**src/rtl/array_allocator.sv**
```systemverilog
// array_allocator
//
// Hands out heap array numbers for the interpreter, keeps a LIFO stack of
// freed arrays, and tracks how many arrays are live (in_use) and the
// high-water mark of that count (allocs). Every newly allocated array has
// its NArea heap words zeroed through the dedicated heap write port before
// alloc_ack is raised.
//
// Ports:
//   clock, reset_n         single clock, asynchronous active-low reset
//   alloc_req              pulse: request an array (ignored while busy)
//   free_req, free_array   pulse: release free_array (ignored while busy)
//   busy                   a request is being processed
//   alloc_ack, alloc_array one-cycle pulse; alloc_array held until the next ack
//   free_ack               one-cycle pulse: free completed
//   error                  one-cycle pulse: exhausted, out of range or double free
//   heap_we, heap_addr,    heap zeroing port, address = array*NArea + offset,
//   heap_wdata             data is always 0
//   in_use, allocs         live array count and its maximum since reset

module array_allocator #(
  parameter int MemoryElementWidth = 12,
  parameter int NArrays            = 20,
  parameter int NArea              = 4,
  parameter int NFreedArrays       = 20
) (
  input  logic                             clock,
  input  logic                             reset_n,
  input  logic                             alloc_req,
  input  logic                             free_req,
  input  logic [MemoryElementWidth-1:0]    free_array,
  output logic                             busy,
  output logic                             alloc_ack,
  output logic [MemoryElementWidth-1:0]    alloc_array,
  output logic                             free_ack,
  output logic                             error,
  output logic                             heap_we,
  output logic [MemoryElementWidth-1:0]    heap_addr,
  output logic [MemoryElementWidth-1:0]    heap_wdata,
  output logic [$clog2(NArrays+1)-1:0]     in_use,
  output logic [$clog2(NArrays+1)-1:0]     allocs
);

  localparam int MW   = MemoryElementWidth;
  localparam int CW   = $clog2(NArrays + 1);
  localparam int IDXW = (NArrays > 1) ? $clog2(NArrays) : 1;
  localparam int SPW  = $clog2(NFreedArrays + 1);
  localparam int OFW  = (NArea > 1) ? $clog2(NArea) : 1;

  localparam logic [MW-1:0]  N_ARRAYS_MW = MW'(NArrays);
  localparam logic [CW-1:0]  N_ARRAYS_CW = CW'(NArrays);
  localparam logic [OFW-1:0] LAST_OFS    = OFW'(NArea - 1);

  typedef enum logic [1:0] {
    IDLE  = 2'd0,
    CLEAR = 2'd1,
    DONE  = 2'd2
  } state_t;

  // What DONE should report on its single cycle.
  typedef enum logic [1:0] {
    PEND_ALLOC = 2'd0,
    PEND_FREE  = 2'd1,
    PEND_ERR   = 2'd2
  } pend_t;

  state_t             state_q, state_d;
  pend_t              pend_q, pend_d;
  logic [OFW-1:0]     offset_q, offset_d;
  logic [MW-1:0]      alloc_array_q, alloc_array_d;
  logic [CW-1:0]      next_fresh_q, next_fresh_d;
  logic [SPW-1:0]     sp_q, sp_d;
  logic [MW-1:0]      stack_q [NFreedArrays];
  logic [MW-1:0]      stack_d [NFreedArrays];
  logic [NArrays-1:0] bits_q, bits_d;
  logic [CW-1:0]      in_use_q, in_use_d;
  logic [CW-1:0]      allocs_q, allocs_d;

  logic [IDXW-1:0]    free_idx;
  logic [IDXW-1:0]    new_idx;
  logic               free_ok;
  logic               got_array;

  always_ff @(posedge clock or negedge reset_n) begin
    if (!reset_n) begin
      state_q       <= IDLE;
      pend_q        <= PEND_ALLOC;
      offset_q      <= '0;
      alloc_array_q <= '0;
      next_fresh_q  <= '0;
      sp_q          <= '0;
      for (int i = 0; i < NFreedArrays; i++) begin
        stack_q[i] <= '0;
      end
      bits_q        <= '0;
      in_use_q      <= '0;
      allocs_q      <= '0;
    end else begin
      state_q       <= state_d;
      pend_q        <= pend_d;
      offset_q      <= offset_d;
      alloc_array_q <= alloc_array_d;
      next_fresh_q  <= next_fresh_d;
      sp_q          <= sp_d;
      for (int i = 0; i < NFreedArrays; i++) begin
        stack_q[i] <= stack_d[i];
      end
      bits_q        <= bits_d;
      in_use_q      <= in_use_d;
      allocs_q      <= allocs_d;
    end
  end

  always_comb begin
    state_d       = state_q;
    pend_d        = pend_q;
    offset_d      = offset_q;
    alloc_array_d = alloc_array_q;
    next_fresh_d  = next_fresh_q;
    sp_d          = sp_q;
    for (int i = 0; i < NFreedArrays; i++) begin
      stack_d[i] = stack_q[i];
    end
    bits_d        = bits_q;
    in_use_d      = in_use_q;
    allocs_d      = allocs_q;

    new_idx       = '0;
    got_array     = 1'b0;
    free_idx      = free_array[IDXW-1:0];
    // The range check must come first so the bitmap index is meaningful.
    free_ok       = (free_array < N_ARRAYS_MW) && bits_q[free_idx];

    busy          = (state_q != IDLE);
    alloc_ack     = 1'b0;
    free_ack      = 1'b0;
    error         = 1'b0;
    heap_we       = 1'b0;
    heap_addr     = '0;
    heap_wdata    = '0;

    case (state_q)
      IDLE: begin
        // A free has priority; a simultaneous alloc is dropped.
        if (free_req) begin
          if (free_ok) begin
            stack_d[sp_q]    = free_array;
            sp_d             = sp_q + SPW'(1);
            bits_d[free_idx] = 1'b0;
            in_use_d         = in_use_q - CW'(1);
            pend_d           = PEND_FREE;
          end else begin
            pend_d           = PEND_ERR;
          end
          state_d = DONE;
        end else if (alloc_req) begin
          // Reuse the most recently freed array before touching fresh ones.
          if (sp_q != '0) begin
            alloc_array_d = stack_q[sp_q - SPW'(1)];
            sp_d          = sp_q - SPW'(1);
            got_array     = 1'b1;
          end else if (next_fresh_q < N_ARRAYS_CW) begin
            alloc_array_d = MW'(next_fresh_q);
            next_fresh_d  = next_fresh_q + CW'(1);
            got_array     = 1'b1;
          end

          if (got_array) begin
            new_idx         = alloc_array_d[IDXW-1:0];
            bits_d[new_idx] = 1'b1;
            in_use_d        = in_use_q + CW'(1);
            if (in_use_d > allocs_q) begin
              allocs_d = in_use_d;
            end
            offset_d = '0;
            state_d  = CLEAR;
          end else begin
            pend_d  = PEND_ERR;
            state_d = DONE;
          end
        end
      end

      CLEAR: begin
        heap_we   = 1'b1;
        heap_addr = alloc_array_q * MW'(NArea) + MW'(offset_q);
        if (offset_q == LAST_OFS) begin
          pend_d  = PEND_ALLOC;
          state_d = DONE;
        end else begin
          offset_d = offset_q + OFW'(1);
        end
      end

      DONE: begin
        case (pend_q)
          PEND_ALLOC: alloc_ack = 1'b1;
          PEND_FREE:  free_ack  = 1'b1;
          default:    error     = 1'b1;
        endcase
        state_d = IDLE;
      end

      default: begin
        state_d = IDLE;
      end
    endcase
  end

  assign alloc_array = alloc_array_q;
  assign in_use      = in_use_q;
  assign allocs      = allocs_q;

endmodule

```
**config.mk**
```make
export PLATFORM = sky130hd
export DESIGN_NAME = array_allocator
export DESIGN_NICKNAME = d
export VERILOG_FILES = /design/src/rtl/array_allocator.sv
export SDC_FILE = /design/constraint.sdc
export NUM_CORES = 1
export LEC_CHECK = 0
export BUFFER_PORTS_ARGS = -buffer_cell sky130_fd_sc_hd__buf_2
export CAP_MARGIN = 5
export CELL_PAD_IN_SITES_DETAIL_PLACEMENT = 0
export CELL_PAD_IN_SITES_GLOBAL_PLACEMENT = 1
export CORE_MARGIN = 8
export CORE_UTILIZATION = 46
export DETAILED_ROUTE_END_ITERATION = 6
export MAX_ROUTING_LAYER = met4
export PLACE_DENSITY_LB_ADDON = 0.12
export SYNTH_ARGS = -nofsm -noshare
export SYNTH_HDL_FRONTEND = slang
export SYNTH_SLANG_ARGS = --single-unit
```
**constraint.sdc**
```tcl
create_clock -name clock -period 3.98 [get_ports clock]
set_clock_uncertainty 0.05 [all_clocks]
set_input_delay 0 -clock clock [delete_from_list [all_inputs] [get_ports clock]]
set_output_delay 0 -clock clock [all_outputs]
set_load 0.005 [all_outputs]
```
==> impl_results.md, run 1 <==
* DRC violations left at 0
* Main flop type after synthesis: dfrtp_1
* Min Tclk post-route at 3190 ps
* CTS root buffer: clkbuf_16
* Crit-path max cell delay at 680 ps
* Logic pwr share at 26.9%
* Core Footprint at 30300 sq um
* Power per cell area at 557 nW/um^2
* Initial DRC count at 492
* CTS max path bufs at 3
* Final Non-Filler Cells at 1520
* Die Y at 191 um
* Post-synth top area share at 53.0%
* Worst-path clk slew at 60 ps
* Synth Warn # at 0
* Vias at 8234
* Peak Freq at 314 MHz
* Num ports at 67
* Die Span X at 191 um
* Max Cap Viol at 0
* Most frequent cell after synthesis: dfrtp_1
* Status: finished clean
* Tot GR Track Use at 18.8%
* Pleak at 7.41 nW
* Sequential share of power at 37.9%
* Area growth from synthesis to final layout at 11.8%
* Synth unique cells at 70
* Initial antenna violation count at 1
* Register area share after synthesis at 53.0%
* Max FO, Critical Path at 26
* Power Total at 8.76 mW
* CP startpoint kind: register
* Max Slew Vio Count at 0
* Placed Cells at 1457
* Post-Route WL at 32.1 mm
* Switch share at 32.1%
* Largest net degree at the start of global routing at 106
* Standard-cell rows at 64
* Number of synthesized flops with an enable pin at 0
* CTS HTree Levels at 2
* Avg Inst Size Synth at 13.4 sq um
* Clock sinks at 298
* Mapped cell area at 14100 sq um
* Starting Density at 46.4%
* DP HPWL at 21.2 mm
* Final period utilization at 80.1%
* Worst Path Arrival at 3550 ps
* Fraction of registers with async set/reset at 100%
* Most frequent cells after synthesis: 298 x dfrtp_1, 153 x and2_1, 76 x nand2_1
* CP endpoint: bits_q[5]$_DFFE_PN0P_
* CP Class: reg -> reg
* CTS tree: yes
* Largest area contributor in the synthesized netlist: dfrtp_1
* Fin util at 51.9%
* Proportion of layout cells with a drive suffix above 1 at 24.6%
* Drt pass-1 iters at 5
* Setup TNS at 0 ps
* P_sw at 2.81 mW
* Clock buffer count from CTS at 34
* R2r worst-path depth at 8
* Hold Violations, Final at 0
* R2R Path Start: sp_q[0]$_DFFE_PN0P_
* Vias in the first global route at 8778
* Register-to-register setup slack at 790 ps
* Final setup viols at 0
* Number of synthesized register bits at 298
* First-pass GRT wire length at 52.2 mm
* Clock latency on the worst-skew pair at 510 ps
* Final antenna-violating net count at 0
* Routed vias/inst at 5.42
* Post-CTS setup buffer count at 0
* Hold Crit Class: in -> async
* R2r endpoint: bits_q[5]$_DFFE_PN0P_
* Post-DR wirelength/cell at 21.1 um
* Int Power at 5.95 mW
* Die Area at 36400 sq um
* Req. time, crit path at 4350 ps
* Main area contributors after synthesis: dfrtp_1 53%, mux4_2 9.6%, and2_1 6.8%
* RSZ-0062 raised after global routing: no
* IO Port Bufs at 54
* Worst setup startpoint: sp_q[0]$_DFFE_PN0P_
* CP max stage cell: xnor2_2
* Worst slew pin tran at 998 ps
* Post-Synthesis Cells at 1054
* Crit-path cells: buf_4 > nor3_1 > xnor2_2 > mux2_2 > nand3_1 > a31o_1 > or2_1 > o31ai_2
* Filler cells at 2631
* GP Congestion at 0.786
* Clock network fraction of total power at 35.2%
* Worst rel slew slack at 33.0%
* Gr ovfl total at 0
* Post-layout nets at 1131
* CP Capture Type: register
* Max IR drop VDD at 0.000346 V
==> layout by cell type, fill, tap and decap left out, drive strengths merged, types with 4 or more instances in the layout <==
master,synthesis,final
nor3b,4,4
o211ai,4,4
nand2,77,77
nor3,6,6
a22oi,12,12
o31ai,22,22
or3,4,4
conb,1,12
o21ai,75,75
mux2,71,71
dfrtp,298,298
mux2i,6,6
nand3,28,28
a21oi,13,13
and3,5,5
dlygate4sd3,0,4
xnor2,10,10
nor2,18,18
mux4,72,72
inv,17,20
nand2b,10,10
nor2b,5,5
ha,14,14
and2,153,153
buf,61,75
clkbuf,18,52
nor4b,4,4
xor2,10,10
==> layout make-up <==
type                            count  area, sq um  area share (%)
Clock inverter                      6         77.6           0.493
Sequential cell                   298         7460            47.4
Clock buffer                       52         1030            6.54
Multi-Input combinational cell    671         6110            38.8
Timing Repair Buffer               79          503            3.20
Antenna cell                        1         2.50          0.0159
Inverter                           17         63.8           0.405
Tap cell                          396          495            3.15
==> layer usage <==
| layer | vias to the layer above | global-route usage, % | part of all wire, % |
|---|---|---|---|
| met5 | - | - | 0 |
| met4 | 0 | 5.67 | 2.7 |
| met3 | 63 | 2.92 | 4.8 |
| met2 | 155 | 29.6 | 47 |
| met1 | 4175 | 25.0 | 45 |
| li1 | 3841 | - | - |
==> cells by family (layout without fill, tap and decap cells) <==
| group | Yosys count | count (layout) | share of synthesized area (%) |
|---|---|---|---|
| AND/OR/NAND/NOR | 328 | 328 | 15.0 |
| flip-flops | 298 | 298 | 53.0 |
| multiplexers | 149 | 149 | 17.9 |
| AO/OA/AOI/OAI | 148 | 148 | 7.50 |
| buffers and inverters | 96 | 154 | 3.93 |
| XOR/XNOR | 20 | 20 | 1.35 |
| adder cells (fa/ha/maj) | 14 | 14 | 1.24 |
| other | 1 | 13 | 0.0266 |
==> worst max-delay path, delay by kind of cell (launching register included) <==
family                    cells  cell delay, ps
buffers and inverters         1             390
xor gates and xnor gates      1             680
muxes                         1             290
AOI/OAI and AO/OA             2             620
and+or+nand+nor               3             630
DFF                           1             410
==> repair_timing <==
action                                  CTS  global route
endpoints found under the setup margin    0             0
hold buffers                              4             0
endpoints found under the hold margin   111             0
resized for setup                         0             0
==> worst min-delay path by stage <==
stage          startpoint                         end  slack, ps  depth (start not counted)
6_report          reset_n    stack_q[168]$_DFFE_PN0P_         50                          2
5_1_grt          free_req         sp_q[1]$_DFFE_PN0P_         90                          3
4_1_cts          free_req         sp_q[1]$_DFFE_PN0P_         50                          3
3_5_place_dp      reset_n       bits_q[7]$_DFFE_PN0P_         50                          1
3_3_place_gp      reset_n       bits_q[7]$_DFFE_PN0P_         60                          1
2_1_floorplan     reset_n  alloc_array[0]$_DFFE_PN0P_       -350                          0
==> sequential cells by signal (all words and copies together), names as in the netlist <==
| register | flops |
|---|---|
| in_use | 5 |
| next_fresh_q | 5 |
| stack_q | 240 |
| allocs | 5 |
| alloc_array | 12 |
| offset_q | 2 |
| pend_q | 2 |
| state_q | 2 |
| bits_q | 20 |
| sp_q | 5 |
==> metrics by stage <==
step	area, sq um	hold slack (ps)	setup slack, ps
2_1_floorplan	14100	-346	274
3_3_place_gp	14600	55.7	839
3_5_place_dp	14600	49.9	765
4_1_cts	15700	48.4	743
5_1_grt	15700	85.3	514
6_report	15700	52.2	793
==> power by group through the flow <==
stage               Combinational [mW]  Clock (mW)  Sequential, mW
floorplan                         1.82           0            3.32
global placement                  2.38           0            3.37
detailed placement                2.39           0            3.38
CTS                               2.41        3.16            3.32
global route                      2.58        3.30            3.35
finish                            2.36        3.09            3.32
Note: power is estimated with default switching activity, not from simulation.
==> run 2: changes to the inputs <==
CORE_UTILIZATION = 51   (was 46)
clock period = 3.3 ns   (was 3.98 ns; I/O delays follow)
==> run 2 against run 1 <==
Against the previous run:
- critical path depth decreased by 1
- first-iteration DRC count up 31%
- clock power increased by 16%
- count of clock-buffer cells in the layout is 3 lower
- hold slack gained 19 ps
- die area decreased by 9.0%
- utilization is 5.6 points higher
- flip-flop and latch count unchanged
- sequential share of layout area fell by 0.13 points
- combinational power rose by 27%
- setup slack lost 450 ps
- critical endpoint is now bits_q[6]$_DFFE_PN0P_
==> impl_results.md, run 2 (synthesized netlist as in run 1, its figures left out) <==
* Setup TNS at 0 ps
* Largest net degree at the start of global routing at 69
* First-pass GRT wire length at 53.1 mm
* Worst Path Arrival at 3380 ps
* Number of flip-flops in the largest register at 240
* Post-DR wirelength/cell at 22.1 um
* Hold Crit Class: in -> reg
* R2R Path Start: sp_q[0]$_DFFE_PN0P_
* Initial antenna violation count at 0
* Post-Route WL at 32.8 mm
* Post-CTS setup buffer count at 0
* R2r endpoint: bits_q[6]$_DFFE_PN0P_
* RSZ-0062 raised after global routing: no
* Final period utilization at 89.7%
* Post-layout nets at 1142
* Routed vias/inst at 5.69
* Max Cap Viol at 0
* Fin util at 57.4%
* R2r worst-path depth at 7
* Gr ovfl total at 0
* Drt pass-1 iters at 4
* DRC violations left at 0
* CTS tree: yes
* Core Footprint at 27500 sq um
* Proportion of layout cells with a drive suffix above 1 at 24.9%
* Hold Violations, Final at 0
* Crit-path cells: buf_12 > mux4_1 > and3_1 > o31ai_1 > a31o_1 > nand2b_1 > o31ai_1
* Standard-cell rows at 61
* Largest register by flop count: stack_q
* Hold Path Depth at 2
* CP startpoint kind: register
* CTS HTree Levels at 1
* Peak Freq at 338 MHz
* Worst rel slew slack at 36.6%
* Tot GR Track Use at 21.0%
* Initial DRC count at 643
* GP Congestion at 0.816
* Status: finished clean
* Clock latency on the worst-skew pair at 570 ps
* Clock sinks at 298
* Min Tclk post-route at 2960 ps
* Most common cell after layout, fill and taps aside: dfrtp_1
* CP Buf/Inv Count at 1
* Starting Density at 51.2%
* CP max stage cell: mux4_1
* Placed Cells at 1417
* Max FO, Critical Path at 55
* Max IR drop VDD at 0.000406 V
* Die Area at 33200 sq um
* Worst-path clk slew at 60 ps
* CP Class: reg -> reg
* Die Span X at 182 um
* Register-to-register setup slack at 340 ps
* Vias in the first global route at 8914
* Worst slew pin tran at 946 ps
* Most frequent cells in the layout: 297 x dfrtp_1, 153 x and2_1, 76 x nand2_1
* Clock buffer count from CTS at 31
* IO Port Bufs at 54
* Area growth from synthesis to final layout at 12.2%
* Final Non-Filler Cells at 1483
* Pleak at 7.45 nW
* CTS root buffer: clkbuf_16
* Req. time, crit path at 3720 ps
* Num ports at 67
* Final antenna-violating net count at 0
* Hold Path End: stack_q[39]$_DFFE_PN0P_
* CTS max path bufs at 3
* CP Capture Type: register
* Power per cell area at 669 nW/um^2
* DP HPWL at 21.4 mm
* Worst path most repeated cell: o31ai_1
* Antenna Cells at 0
* Crit-path max cell delay at 640 ps
* Die Y at 182 um
* Final setup viols at 0
* Vias at 8445
* Min-delay src: free_array[3]
* Max Slew Vio Count at 0
* Family with the most delay on the worst path: compound AO/OA/AOI/OAI gates
==> run 2: changes by cell type in the layout (fill, tap and decap cells not counted) <==
cell and change:
buf_12 +4, clkinv_2 +2, clkbuf_8 -2, inv_6 -2, diode_2 -1, clkbuf_1 +3, bufinv_16 +2, clkbuf_16 -4
buf_4 +6, dlygate4sd3_1 +4, clkinvlp_4 +1
==> run 2: per-stage QoR <==
stage          hold slack, ps  setup WS, ps  power, mW  cell area, sq um
2_1_floorplan            -346          22.5       6.25             14100
3_3_place_gp            -5.33           298       7.08             14700
3_5_place_dp            -8.70           294       7.09             14700
4_1_cts                  47.0           284       10.7             15800
5_1_grt                  83.9          99.7       11.1             15800
6_report                 71.5           340       10.6             15800
==> run 2: how the worst max path moves through the flow <==
stage	from	to	depth (start not counted)
after floorplan	sp_q[0]$_DFFE_PN0P_	alloc_array[10]$_DFFE_PN0P_	14
after global placement	sp_q[0]$_DFFE_PN0P_	bits_q[18]$_DFFE_PN0P_	7
after detailed placement	sp_q[0]$_DFFE_PN0P_	bits_q[6]$_DFFE_PN0P_	7
after CTS	sp_q[0]$_DFFE_PN0P_	bits_q[6]$_DFFE_PN0P_	7
after global routing	sp_q[0]$_DFFE_PN0P_	bits_q[16]$_DFFE_PN0P_	7
final	sp_q[0]$_DFFE_PN0P_	bits_q[6]$_DFFE_PN0P_	7
==> run 2: where the power goes <==
part / leakage [nW] / total [mW] / switching, mW / internal (mW)
registers: 4.12 / 3.99 / 0.187 / 3.81
logic: 2.82 / 3.00 / 1.80 / 1.20
clock network: 0.513 / 3.57 / 1.44 / 2.13
total: 7.45 / 10.6 / 3.42 / 7.14
==> run 2: repair_timing <==
item,CTS,global route
hold buffers,8,0
hold endpoints to repair,349,0
gates resized for setup,0,0
==> run 2: final cells by class <==
| type | count | area, sq um |
|---|---|---|
| clock buffer | 49 | 913 |
| clock inverter | 9 | 138 |
| fill | 2242 | 11700 |
| inverter | 17 | 63.8 |
| multi-input combinational | 671 | 6110 |
| sequential | 298 | 7460 |
| tap | 346 | 433 |
| timing repair buffer | 93 | 668 |
==> run 2: worst register-to-register path, stage by stage (launching register included) <==
cell and delay, ps:
dfrtp_4 440, buf_12 380, mux4_1 660, and3_1 200, o31ai_1 250, a31o_1 240, nand2b_1 310, o31ai_1 340
==> run 2: routing by layer <==
layer / wire length, um / track usage (%) / vias up
met5: 0 / - / -
met4: 939 / 6.17 / 0
met3: 1460 / 3.32 / 63
met2: 15300 / 32.5 / 172
met1: 15100 / 28.6 / 4346
li1: - / - / 3864
